==> src/rtl/rstack_lifo.sv <==
// Self-managed return-address LIFO that owns its own stack pointer.
// It has one write port and async top/peek reads, and tracks sticky overflow/underflow flags.
module rstack_lifo #(
    parameter int DATA_WIDTH = 13,
    parameter int DEPTH      = 16,
    parameter int IDX_WIDTH  = 4,
    localparam int CNT_WIDTH = $clog2(DEPTH + 1)
) (
    input  logic                  clk,
    input  logic                  reset,
    input  logic                  push,
    input  logic                  pop,
    input  logic [DATA_WIDTH-1:0] din,
    input  logic                  flush,
    input  logic                  err_clr,
    output logic [DATA_WIDTH-1:0] top,
    input  logic [IDX_WIDTH-1:0]  peek_idx,
    output logic [DATA_WIDTH-1:0] peek_data,
    output logic                  peek_valid,
    output logic [CNT_WIDTH-1:0]  count,
    output logic                  empty,
    output logic                  full,
    output logic                  overflow,
    output logic                  underflow
);

    localparam int AW = (DEPTH > 1) ? $clog2(DEPTH) : 1;
    localparam int CW = (IDX_WIDTH > CNT_WIDTH) ? IDX_WIDTH : CNT_WIDTH;
    localparam logic [CNT_WIDTH-1:0] CNT_ONE  = CNT_WIDTH'(1);
    localparam logic [CNT_WIDTH-1:0] CNT_FULL = CNT_WIDTH'(DEPTH);

    logic [DATA_WIDTH-1:0] mem_q [DEPTH];

    logic [CNT_WIDTH-1:0]  count_q, count_d;
    logic                  ovf_q, ovf_d;
    logic                  udf_q, udf_d;
    logic                  wr_en;
    logic [AW-1:0]         wr_addr;
    logic                  is_empty, is_full;
    logic [AW-1:0]         top_slot;
    logic [CW-1:0]         idx_ext, cnt_ext, peek_pos;

    assign is_empty = (count_q == '0);
    assign is_full  = (count_q == CNT_FULL);

    // Operation decode in priority order; err_clr is applied first so a same-edge set wins.
    always_comb begin
        count_d = count_q;
        ovf_d   = ovf_q;
        udf_d   = udf_q;
        wr_en   = 1'b0;
        wr_addr = '0;
        if (err_clr) begin
            ovf_d = 1'b0;
            udf_d = 1'b0;
        end
        if (flush) begin
            count_d = '0;
        end else if (push && !pop) begin
            if (!is_full) begin
                wr_en   = 1'b1;
                wr_addr = AW'(count_q);
                count_d = count_q + CNT_ONE;
            end else begin
                ovf_d = 1'b1;
            end
        end else if (pop && !push) begin
            if (!is_empty) begin
                count_d = count_q - CNT_ONE;
            end else begin
                udf_d = 1'b1;
            end
        end else if (push && pop) begin
            if (!is_empty) begin
                wr_en   = 1'b1;
                wr_addr = AW'(count_q - CNT_ONE);
            end else begin
                // Replace on an empty stack flags underflow but still lands the push.
                udf_d   = 1'b1;
                wr_en   = 1'b1;
                wr_addr = '0;
                count_d = CNT_ONE;
            end
        end
    end

    always_ff @(posedge clk or posedge reset) begin
        if (reset) begin
            count_q <= '0;
            ovf_q   <= 1'b0;
            udf_q   <= 1'b0;
        end else begin
            count_q <= count_d;
            ovf_q   <= ovf_d;
            udf_q   <= udf_d;
        end
    end

    // Storage is deliberately not reset so it can map onto distributed RAM.
    always_ff @(posedge clk) begin
        if (wr_en) begin
            mem_q[wr_addr] <= din;
        end
    end

    assign top_slot = AW'(count_q - CNT_ONE);
    assign idx_ext  = CW'(peek_idx);
    assign cnt_ext  = CW'(count_q);
    assign peek_pos = cnt_ext - CW'(1) - idx_ext;

    assign top        = is_empty ? '0 : mem_q[top_slot];
    assign peek_valid = (idx_ext < cnt_ext);
    assign peek_data  = peek_valid ? mem_q[AW'(peek_pos)] : '0;
    assign count      = count_q;
    assign empty      = is_empty;
    assign full       = is_full;
    assign overflow   = ovf_q;
    assign underflow  = udf_q;

endmodule

==> config.mk <==
export PLATFORM = sky130hd
export DESIGN_NAME = rstack_lifo
export DESIGN_NICKNAME = d
export VERILOG_FILES = /design/src/rtl/rstack_lifo.sv
export SDC_FILE = /design/constraint.sdc
export NUM_CORES = 1
export LEC_CHECK = 0
export ABC_AREA = 1
export ABC_CLOCK_PERIOD_IN_PS = 5900
export BUFFER_PORTS_ARGS = -buffer_cell sky130_fd_sc_hd__buf_2
export CAP_MARGIN = 25
export CORE_ASPECT_RATIO = 1.5
export CORE_MARGIN = 4
export CORE_UTILIZATION = 47
export DETAILED_ROUTE_END_ITERATION = 6
export GPL_TIMING_DRIVEN = 0
export PLACE_DENSITY = 0.66
export SLEW_MARGIN = 20
export SYNTH_ARGS = -nofsm -noshare
export SYNTH_HDL_FRONTEND = slang
export SYNTH_SLANG_ARGS = --single-unit
export TNS_END_PERCENT = 5
==> constraint.sdc <==
create_clock -name clk -period 5.9 [get_ports clk]
set_input_delay 1.77 -clock clk [delete_from_list [all_inputs] [get_ports clk]]
set_output_delay 1.77 -clock clk [all_outputs]
set_load 0.05 [all_outputs]
* Word level (Yosys, flattened, before mapping)
Memory sizes are Yosys's and may differ from the RTL's.
Index checks and enable logic that the tools add are counted.
** Storage, ports and cells
- Register bits :: 7
- Bits in latches :: 0
- Bits in writable memories :: 208
- Memory bits (read-only) :: 0
- Input bits :: 23
- Output and inout bits :: 36
- Word-level logic and storage cells :: 52
- Memories :: 1
** Cells by class
- $add $sub $neg :: 3
- Multiply operators :: 0
- Div/mod/pow operators :: 0
- $lt $le $gt $ge :: 1
- Eq/ne operators :: 3
- Shift operators :: 0
- Multiplexer cells :: 32
- Bitwise operators :: 0
- Reduce and logical (&&, ||, !) cells :: 9
** Memory list
- mem_q :: words 16, width 13, rd ports 2, clocked after Yosys merged registers in 0, wr ports 1, RTL line 32 : logic [DATA_WIDTH-1:0] mem_q [DEPTH];
** Operators by type and width (number)
- $mux 5 :: 7
- $mux 13 :: 2
- $mux 4 :: 6
- $mux 1 :: 17
- $reduce_bool 4->1 :: 2
- $add 5x1->5 const B :: 1
- $eq 5x5->1 const B :: 1
- $logic_not 5->1 :: 1
- $lt 4x5->1 :: 1
- $sub 5x1->5 const B :: 1
- $ne 4x4->1 const B :: 1
- $reduce_and 4->1 :: 1
- $sub 4x4->4 :: 1
- $logic_and 1x1->1 :: 3
- $ne 3x3->1 const B :: 1
- $logic_not 1->1 :: 2

* Longest topological paths before layout
Gate-level depths: netlist of run 1.
- Depth in word-level cells :: 7
- Gate-level depth with buffers :: 16

* Worst setup path after synthesis of run 1
OpenSTA, ideal clock, no wires.
- Kind :: input-to-output
- Start point :: input port peek_idx[0]
- End point :: output port peek_data[10]
- Arrival time :: 3.887 ns
- Data required time :: 4.130 ns
- Slack :: 0.243 ns
- Cell stages on the path :: 10
- Path through :: ha_1 > fa_1 > xor2_2 > inv_2 > buf_2 > nand2_1 > nand2_1 > nand3_1 > nand2_1 > nor2_1
** Between the ends
- Longest elaborated chain between the ends :: 3
- Elaborated cells on any way between the ends :: 4
- Classes of those cells :: add/sub (1); order compare (1); mux (1); memory (1)
** Ends and longest elaborated chain
- from (decl) :: RTL line 17 : input logic [IDX_WIDTH-1:0] peek_idx,
- $sub 4x4->4 :: RTL line 109 : assign peek_pos = cnt_ext - CW'(1) - idx_ext;
- $mem_v2 16x13
- $mux 13 * :: RTL line 113 : assign peek_data = peek_valid ? mem_q[AW'(peek_pos)] : '0;
- to (decl) :: RTL line 18 : output logic [DATA_WIDTH-1:0] peek_data,
Mark *: on every way between the ends. The rest lies on a longest branch, timed or not.

* Worst setup path after layout of run 1
- Start point :: input port peek_idx[0]
- End point :: output port peek_data[9]
Same word-level chain as after synthesis.

==> run metrics, run 1 <==
status=complete, no violations; Initial Util=0.4752; crit path max fanout=10; Syn Inst Count=1373; Avg WL per Cell=22.71 µm; number of DRC markers in iteration 0=1309; num rows=70; first-pass GRT wire length=59570 µm; mean number of vias per cell=5.877; Place WS=-0.6680 ns; Crit path max-delay family=buffers and inverters; synth warn=0; vias in the first global route=9966; Die Area=0.02725 mm²; top sig layer=met4; hold buffer count at cts=0; cell breakdown of the critical path=buf_2, inv_1, ha_1, buf_2, clkbuf_1, nand2_1, nand3_1, nand2_1, nand2_1, nand2_1, nand3_1, nand2_1, nor2_1, buf_2; CP Capture Type=output pin; CP most frequent cell=nand2_1; total power=6532 µW; Post-Syn Nets=1411; Final Cell Area=0.01307 mm²; dpl hpwl=29730 µm; max_cap viols=0; Post-Synth Adder-Cell Area=0.01687; CTS tree=built; Pre-Repair DR Iteration Count=5; Port-buffer cells=58; power per standard cell area=499.7 mW/mm²; met2 wire length=19260 µm; unrepaired setup endpoints after global routing=no; CTS Root Cell=clkbuf_16; f_max=0.1716 GHz; HP Class=reg2reg; clk slew on worst S/H paths=0.07 ns; total congestion overflow=0; worst-margin pin slew=0.8573 ns; Placed Cells=1756; # setup viols final=0; met1 wire length=15040 µm; complex-gate fraction of the synthesized area=0.04174; crit path launch type=input pin; setup ws final=0.07340 ns; Worst EP required=4.13 ns; fillcell total=2319; Yosys cell types=31; TritonCTS buffer count=21; main combinational cell family by area after synthesis=simple AND/OR/NAND/NOR gates; commonest non-fill, non-tap cells in the layout=572 x nand2_1, 265 x nand3_1, 208 x edfxtp_1; average cell area after synthesis=8.428 µm²; maximum vdd drop=0.3352 mV; worst-case clock buffer depth=3; CP arrival=4.06 ns; WL final=40740 µm; fin crit share=0.9876; worst r2r src=count[0]$_DFFE_PP0P_; pin count of the biggest net entering global routing=21; clock skew=0.01293 ns; crit path kind=in2out; final antenna diode count=0; placed inst area=0.01231 mm²; Hold Fails Final Rpt=0; commonest non-fill, non-tap cell in the layout=nand2_1; post-route ant nets=0; mux cell area share after synthesis=0; number of synthesized register bits=215; DIE WIDTH=136.1 µm; Leakage=0.005481 µW; clk_lat worst skew=0.50 ns; sequential fraction of the synthesis area=0.5549; layout cells sized above 1=0.1272; Area Overhead vs Synth=12.97%; DRC errors left=0; Total GRT Usage=0.2935; Crit. Startpoint=peek_idx[0]; Hold Path Origin=overflow$_DFF_PP0_; post-synthesis xor/xnor area fraction=0.004542; H-tree depth=1; worst path buffer plus inverter count=5; Die Height=200.2 µm; routed via count=10543; Mapped Area=0.01157 mm²; Placer Congestion=0.9953; Slew HR=0.4279; WL met3=3933 µm; fin. max-slew vios=0; IO Pins=59; Cell Count, Final, Fillers Out=1794; CTS Sinks=215; final worst path period need=5.827 ns; final net count=1494; Post-Synth Simple-Gate Area=0.3320; initial antenna violation count=0; slowest CP cell=clkbuf_1; Core Area=0.02435 mm²; CP max stage delay=0.56 ns
## timing repair
action                                  in CTS  in global routing
gates resized for setup                     24                 22
endpoints found under the setup margin      26                 13
pin swaps                                    2                  0
setup buffers                                2                  0
## worst min-delay path: stages (launching register included)
cell and delay (ns):
dfrtp_1 0.34, nand2_1 0.05, o21ai_0 0.07
## worst paths after layout
kind,to,slack [ns],cells past startpoint
worst max-delay path,peek_data[9],0.07,14
max in group asynchronous,count[0]$_DFFE_PP0P_,4.43,2
worst min-delay path,overflow$_DFF_PP0_,0.50,2
min in group asynchronous,count[4]$_DFFE_PP0P_,1.21,2
worst min register to register,overflow$_DFF_PP0_,0.50,2
worst max register to register,mem_q[15][3]$_DFFE_PP_,2.51,8
## synth_stat cells, drive strengths merged
master | count | area (µm²)
xor2 | 3 | 52.56
o21ai | 28 | 147.6
a21oi | 54 | 270.3
inv | 42 | 157.7
edfxtp | 208 | 6246
fa | 1 | 20.02
nand3 | 268 | 1364
nand2 | 576 | 2172
nand4 | 2 | 12.51
dfrtp | 7 | 175.2
clkbuf | 32 | 120.1
a211oi | 1 | 12.51
clkinv | 3 | 11.26
or2 | 1 | 6.260
o211ai | 7 | 52.55
nor2 | 71 | 281.5
nor3 | 1 | 5.000
ha | 14 | 175.2
buf | 54 | 289.0
## sequential cells by signal, indices dropped and copies added (netlist names)
name and cells:
mem_q 208, underflow 1, overflow 1, count 5
## cells by family (layout without fill, tap and decap cells)
family | after synthesis | count (layout)
buffers and inverters | 131 | 228
AOI/OAI and AO/OA | 90 | 90
and+or+nand+nor | 919 | 919
DFF | 215 | 215
adders and majority gates | 15 | 15
xor gates and xnor gates | 3 | 3
## per-layer routing
metal | vias to the layer above | track usage
li1 | 4785 | -
met1 | 4935 | 0.3728
met2 | 691 | 0.4800
met3 | 132 | 0.04472
met4 | 0 | 0.1563
met5 | - | 0
## power by group
part           total, µW  internal [µW]  switching, µW  leakage [µW]
clock               1320            742            575      0.000321
sequential          1730           1710           23.2       0.00197
combinational       3480            893           2590       0.00319
total               6530           3350           3190       0.00548
## stage by stage
| stage | utilization | TNS (ns) | hold WS, ns |
|---|---|---|---|
| detailed placement | 0.5056 | -8.411 | 0.4822 |
| CTS | 0.5350 | 0 | 0.4968 |
| global route | 0.5368 | 0 | 0.5076 |
| finish | 0.5368 | 0 | 0.4953 |
| floorplan | - | 0 | 0.7695 |
| global placement | 0.5038 | -8.151 | 0.4658 |
## layout make-up
cell class	instances	area (µm²)	area share
flip-flops and latches	215	6421	0.4912
repair buffers	62	350.3	0.02680
clock buffers	24	536.8	0.04106
inverters	45	176.4	0.01350
clock inverters	13	115.1	0.008806
plain buffers	84	442.9	0.03389
well taps	324	405.4	0.03101
multi-input cells	1027	4623	0.3537
Note: power is estimated with default switching activity, not from simulation.
==> run 2, diff against run 1 <==
--- a/config.mk
+++ b/config.mk
@@ -12,6 +12,7 @@
 export CORE_ASPECT_RATIO = 1.5
 export CORE_MARGIN = 4
 export CORE_UTILIZATION = 47
+export CTS_BUF_LIST = sky130_fd_sc_hd__clkbuf_2
 export DETAILED_ROUTE_END_ITERATION = 6
 export GPL_TIMING_DRIVEN = 0
 export PLACE_DENSITY = 0.66
==> run 2 against run 1 <==
Clock skew rose by 0.10 ns. Clock power fell by 28%. Cell count rose by 2.8%. Die area did not move. Worst hold slack improved by 0.0055 ns. Core utilization fell by 0.27 points. Non-clock buffer count rose by 3. Largest power group unchanged.
==> run metrics, run 2 (synthesized netlist as in run 1, its figures left out) <==
status=complete, no violations (unchanged); clk slew on worst S/H paths=0.13 ns (was 0.07 ns); total congestion overflow=0 (unchanged); commonest non-fill, non-tap cell in the layout=nand2_1 (unchanged); post-route ant nets=0 (unchanged); maximum vdd drop=0.3405 mV (was 0.3352 mV); Die Height=200.2 µm (unchanged); hold_ws=0.5008 ns (was 0.4953 ns); FF+latch area=0.006422 mm² (was 0.006421 mm²); unrepaired setup endpoints after global routing=yes (was no); Die Area=0.02725 mm² (unchanged); power per standard cell area=482.1 mW/mm² (was 499.7 mW/mm²); Final Cell Area=0.01301 mm² (was 0.01307 mm²); mean number of vias per cell=5.812 (was 5.877); clock skew=0.1170 ns (was 0.01293 ns); number of DRC markers in iteration 0=1283 (was 1309); CP Capture Type=output pin (unchanged); Placed Cells=1756 (unchanged); Initial Util=0.4752 (unchanged); HP Class=reg2reg (unchanged); Worst EP required=4.13 ns (about the same); Pre-Repair DR Iteration Count=6 (was 5); Area Overhead vs Synth=12.40% (was 12.97%); crit path kind=reg2out (was in2out); fin crit share=0.9884 (was 0.9876); Slew HR=0.4169 (was 0.4279); setup ws final=0.06823 ns (was 0.07340 ns); max_cap viols=0 (unchanged); Core Area=0.02435 mm² (unchanged); WL final=41220 µm (was 40740 µm); Cell Count, Final, Fillers Out=1844 (was 1794); placed inst area=0.01231 mm² (unchanged); max reg flops=208 (unchanged); clk_lat worst skew=0.91 ns (was 0.50 ns); fin. max-slew vios=0 (unchanged); first-pass GRT wire length=60580 µm (was 59570 µm); fillcell total=2345 (was 2319); TritonCTS buffer count=51 (was 21); final net count=1527 (was 1494); CTS Sinks=215 (unchanged); num rows=70 (unchanged); Leakage=0.005534 µW (was 0.005481 µW); routed via count=10717 (was 10543); H-tree depth=2 (was 1); Placer Congestion=0.9953 (unchanged); area of the multi-input gates=0.004671 mm² (was 0.004623 mm²); Port-buffer cells=58 (unchanged); worst-margin pin slew=0.8737 ns (was 0.8573 ns); initial antenna violation count=1 (was 0); Avg WL per Cell=22.35 µm (was 22.71 µm); final worst path period need=5.832 ns (was 5.827 ns); hold buffer count at cts=0 (unchanged); CP arrival=4.06 ns (about the same); pin count of the biggest net entering global routing=17 (was 21); Hold Fails Final Rpt=0 (unchanged); crit path max fanout=11 (was 10); commonest non-fill, non-tap cells in the layout=572 x nand2_1, 264 x nand3_1, 208 x edfxtp_1 (was 572 x nand2_1, 265 x nand3_1, 208 x edfxtp_1); f_max=0.1715 GHz (was 0.1716 GHz); crit path launch type=flop (was input pin); CTS tree=built (unchanged); CTS Root Cell=clkbuf_2 (was clkbuf_16); Place WS=-0.6680 ns (unchanged); Biggest register=mem_q (unchanged); layout cells sized above 1=0.1606 (was 0.1272); # setup viols final=0 (unchanged); DIE WIDTH=136.1 µm (unchanged); IO Pins=59 (unchanged); worst-case clock buffer depth=3 (unchanged); DRC errors left=0 (unchanged); Total GRT Usage=0.3009 (was 0.2935); dpl hpwl=29730 µm (unchanged); vias in the first global route=10360 (was 9966)
## run 2: power breakdown
part	total (µW)	switching, µW	internal, µW
combinational	3590	2620	970
clock	952	594	357
sequential	1730	22.4	1710
total	6270	3230	3040
## run 2: metrics by stage
| stage | TNS [ns] | util | total power (µW) |
|---|---|---|---|
| final | 0 | 0.5342 | 6271 |
| after detailed placement | -8.411 | 0.5056 | 5053 |
| after global routing | 0 | 0.5342 | 6568 |
| after global placement | -8.151 | 0.5038 | 5034 |
| after CTS | 0 | 0.5306 | 6135 |
| after floorplan | 0 | - | 3926 |
## run 2: layout make-up
cell class,count,area share
diodes,1,0.0001924
plain buffers,86,0.03906
clock buffers,69,0.02655
clock inverters,14,0.006542
inverters,45,0.01414
multi-input cells,1027,0.3591
flip-flops and latches,215,0.4938
well taps,324,0.03117
repair buffers,63,0.02944
## run 2: timing repair
item                       4_1_cts  5_1_grt
setup buffers                    3        0
pin swaps                        2        3
setup endpoints to repair       26       13
gates resized for setup         56       25
## run 2: path summary, 6_finish.rpt
kind                                      start                      to  slack, ns  cells after the start
max in group asynchronous                 reset     underflow$_DFF_PP0_       4.82                      2
min in group asynchronous                 reset    count[0]$_DFFE_PP0P_       0.78                      2
setup / recovery           count[0]$_DFFE_PP0P_            peek_data[9]       0.07                     16
hold reg to reg              overflow$_DFF_PP0_      overflow$_DFF_PP0_       0.50                      2
setup reg to reg           count[0]$_DFFE_PP0P_  mem_q[15][2]$_DFFE_PP_       2.61                     13
hold / removal               overflow$_DFF_PP0_      overflow$_DFF_PP0_       0.50                      2
## run 2: worst max-delay path, stage by stage, from the launching register on
cell,delay [ns]
dfrtp_2,0.47
inv_6,0.13
buf_8,0.17
buf_8,0.19
ha_4,0.20
xor2_4,0.19
buf_6,0.18
ha_1,0.32
xor2_4,0.34
inv_4,0.12
buf_4,0.20
nand2_1,0.07
nand2_1,0.05
nand3_1,0.08
nand2_1,0.06
nor2_1,0.14
buf_4,0.22
## run 2: layer usage
| layer | track usage | wire (µm) |
|---|---|---|
| met5 | 0 | 0 |
| met2 | 0.4922 | 19760 |
| met4 | 0.1762 | 2537 |
| met3 | 0.06382 | 4343 |
| met1 | 0.3627 | 14580 |
==> run 3, diff against run 2 <==
--- a/config.mk
+++ b/config.mk
@@ -9,13 +9,14 @@
 export ABC_CLOCK_PERIOD_IN_PS = 5900
 export BUFFER_PORTS_ARGS = -buffer_cell sky130_fd_sc_hd__buf_2
 export CAP_MARGIN = 25
+export CELL_PAD_IN_SITES_DETAIL_PLACEMENT = 2
+export CELL_PAD_IN_SITES_GLOBAL_PLACEMENT = 2
 export CORE_ASPECT_RATIO = 1.5
 export CORE_MARGIN = 4
-export CORE_UTILIZATION = 47
-export CTS_BUF_LIST = sky130_fd_sc_hd__clkbuf_2
+export CORE_UTILIZATION = 38
 export DETAILED_ROUTE_END_ITERATION = 6
 export GPL_TIMING_DRIVEN = 0
-export PLACE_DENSITY = 0.66
+export PLACE_DENSITY = 0.82
 export SLEW_MARGIN = 20
 export SYNTH_ARGS = -nofsm -noshare
 export SYNTH_HDL_FRONTEND = slang
==> run 3 against run 2 <==
Flip-flop and latch count unchanged. Wire length increased by 32%. Maximum frequency decreased by 0.48%. Clock skew decreased by 0.10 ns. Setup slack got worse by 0.028 ns. Count of clock-buffer cells in the layout decreased by 38. First-iteration DRC count decreased by 31%. Cell area increased by 3.2%. Core utilization decreased by 8.9 points. Worst hold slack got worse by 0.0047 ns. Non-clock buffer count increased by 1. Largest power group unchanged.
==> run metrics, run 3 (synthesized netlist as in run 1, its figures left out) <==
status=complete, no violations (unchanged); sequential power share=0.246 (was 0.276); pin count of the biggest net entering global routing=17 (unchanged); DIE WIDTH=150.5 µm (was 136.1 µm); final worst path period need=5.860 ns (was 5.832 ns); met2 wire length=27060 µm (was 19760 µm); routed via count=11111 (was 10717); crit path max fanout=10 (was 11); CP arrival=4.09 ns (was 4.06 ns); Pre-Repair DR Iteration Count=5 (was 6); CP max stage delay=0.55 ns (was 0.47 ns); final net count=1500 (was 1527); IO Pins=59 (unchanged); num rows=78 (was 70); number of DRC markers in iteration 0=885 (was 1283); Port-buffer cells=58 (unchanged); power per standard cell area=527.5 mW/mm² (was 482.1 mW/mm²); Slew HR=0.2683 (was 0.4169); Avg WL per Cell=29.00 µm (was 22.35 µm); worst-case clock buffer depth=3 (unchanged); top sig layer=met5 (was met4); Initial Util=0.3837 (was 0.4752); Area Overhead vs Synth=16.05% (was 12.40%); Placer Congestion=0.9171 (was 0.9953); Hold Fails Final Rpt=0 (unchanged); Place WS=-1.151 ns (was -0.6680 ns); vias in the first global route=12299 (was 10360); cell breakdown of the critical path=buf_2, ha_2, fa_1, buf_6, inv_4, clkbuf_8, nand3_1, nand2_1, nand2_1, nand2_1, nand3_1, nand2_1, nor2_2, buf_6 (was inv_6, buf_8, buf_8, ha_4, xor2_4, buf_6, ha_1, xor2_4, inv_4, buf_4, nand2_1, nand2_1, nand3_1, nand2_1, nor2_1, buf_4); dpl hpwl=37890 µm (was 29730 µm); final antenna diode count=0 (was 1); crit path launch type=input pin (was flop); HP Class=reg2reg (unchanged); initial antenna violation count=1 (unchanged); fin util=0.4453 (was 0.5342); power share of the combinational group=0.549 (was 0.572); crit path kind=in2out (was reg2out); fin. max-slew vios=0 (unchanged); cell-internal power=3527 µW (was 3036 µW); CTS tree=built (unchanged); area of the multi-input gates=0.004662 mm² (was 0.004671 mm²); fin crit share=0.9932 (was 0.9884); post-route ant nets=0 (unchanged); slowest CP cell=fa_1 (was dfrtp_2); Die Height=221.7 µm (was 200.2 µm); clock skew=0.01548 ns (was 0.1170 ns); H-tree depth=1 (was 2); commonest non-fill, non-tap cell in the layout=nand2_1 (unchanged); CTS Root Cell=clkbuf_16 (was clkbuf_2); Die Area=0.03336 mm² (was 0.02725 mm²); Leakage=0.005583 µW (was 0.005534 µW); clk slew on worst S/H paths=0.06 ns (was 0.13 ns); Worst EP required=4.13 ns (about the same); hold buffer count at cts=0 (unchanged); Net Sw Power=3556 µW (was 3234 µW); fillcell total=3358 (was 2345); setup ws final=0.03996 ns (was 0.06823 ns); first-pass GRT wire length=78760 µm (was 60580 µm); Clk network pwr share=0.206 (was 0.152); Core Area=0.03016 mm² (was 0.02435 mm²); Biggest register=mem_q (unchanged); max_cap viols=0 (unchanged); maximum vdd drop=0.3841 mV (was 0.3405 mV); WL final=54310 µm (was 41220 µm); TritonCTS buffer count=23 (was 51); switching share of power=0.5020 (was 0.5158); worst-margin pin slew=1.098 ns (was 0.8737 ns); Crit. Startpoint=peek_idx[0] (was count[0]$_DFFE_PP0P_); DRC errors left=0 (unchanged); clk_lat worst skew=0.53 ns (was 0.91 ns); CP most frequent cell=nand2_1 (unchanged); Total GRT Usage=0.3226 (was 0.3009); f_max=0.1706 GHz (was 0.1715 GHz); commonest non-fill, non-tap cells in the layout=570 x nand2_1, 264 x nand3_1, 208 x edfxtp_1 (was 572 x nand2_1, 264 x nand3_1, 208 x edfxtp_1); met1 wire length=19950 µm (was 14580 µm); total congestion overflow=0 (unchanged); layout cells sized above 1=0.1426 (was 0.1606); max reg flops=208 (unchanged); CP Capture Type=output pin (unchanged); worst r2r src=count[0]$_DFFE_PP0P_ (unchanged); Hold Path Origin=overflow$_DFF_PP0_ (unchanged); WL met3=3465 µm (was 4343 µm); mean number of vias per cell=5.932 (was 5.812); # setup viols final=0 (unchanged); FF+latch area=0.006422 mm² (unchanged); CTS Sinks=215 (unchanged); register-to-register path setup slack=2.50 ns (was 2.61 ns)
==> run 3: changes by cell type in the layout (fill, tap and decap cells not counted), moves of 3 or more <==
cell       before  now
clkbuf_8        1    6
buf_2          81   72
clkinv_1       12    5
clkbuf_4        3    9
clkbuf_16       0   23
clkbuf_2       71    7
nand2_2         3    6
buf_6          10   14
==> run 3: final cells by class <==
cell class / instances / share of cell area
flip-flops and latches: 215 / 0.4783
multi-input cells: 1027 / 0.3472
clock buffers: 31 / 0.04734
plain buffers: 86 / 0.04184
well taps: 400 / 0.03727
repair buffers: 64 / 0.02954
inverters: 45 / 0.01314
clock inverters: 5 / 0.005404
==> run 3: power by group through the flow <==
| stage | registers [µW] | logic (µW) | clock network (µW) |
|---|---|---|---|
| 6_report | 1740 | 3890 | 1460 |
| 5_1_grt | 1740 | 4100 | 1520 |
| 4_1_cts | 1740 | 3780 | 1460 |
| 3_5_place_dp | 1770 | 3570 | 0 |
| 3_3_place_gp | 1770 | 3460 | 0 |
| 2_1_floorplan | 1780 | 2140 | 0 |
==> run 3: metal layers <==
metal | global-route usage | vias to the layer above
met4 | 0.1908 | 2
met3 | 0.04765 | 157
met1 | 0.3793 | 5703
li1 | - | 4788
met5 | 0 | -
met2 | 0.5508 | 461
==> run 3: path summary, 6_finish.rpt <==
path / end / depth (start not counted)
min reg2reg: overflow$_DFF_PP0_ / 2
max reg2reg: mem_q[6][6]$_DFFE_PP_ / 8
min in group asynchronous: count[2]$_DFFE_PP0P_ / 2
min: overflow$_DFF_PP0_ / 2
max: peek_data[0] / 14
max in group asynchronous: count[0]$_DFFE_PP0P_ / 2
==> run 3: worst max-delay path: cells and delay by family <==
family | cells | cell delay [ns]
buf+inv | 5 | 0.73
simple gates | 7 | 0.81
fa+ha+maj | 2 | 0.76
==> run 3: repair_timing <==
action / in CTS / in global routing
buffers inserted: 3 / 0
cloned: 0 / 0
endpoints found under the setup margin: 26 / 13
pin swaps: 3 / 1
gates resized for setup: 67 / 36
==> run 3: metrics by stage <==
step           power (µW)  setup TNS (ns)  hold slack [ns]  instance area [µm²]  cells
2_1_floorplan        3926               0           0.7695                11570   1373
3_3_place_gp         5228          -13.26           0.4725                12360   1831
3_5_place_dp         5334          -14.49           0.4799                12440   1834
4_1_cts              6979               0           0.4970                13350   1873
5_1_grt              7359       -0.007748           0.5520                13430   1873
6_report             7083               0           0.4961                13430   1873
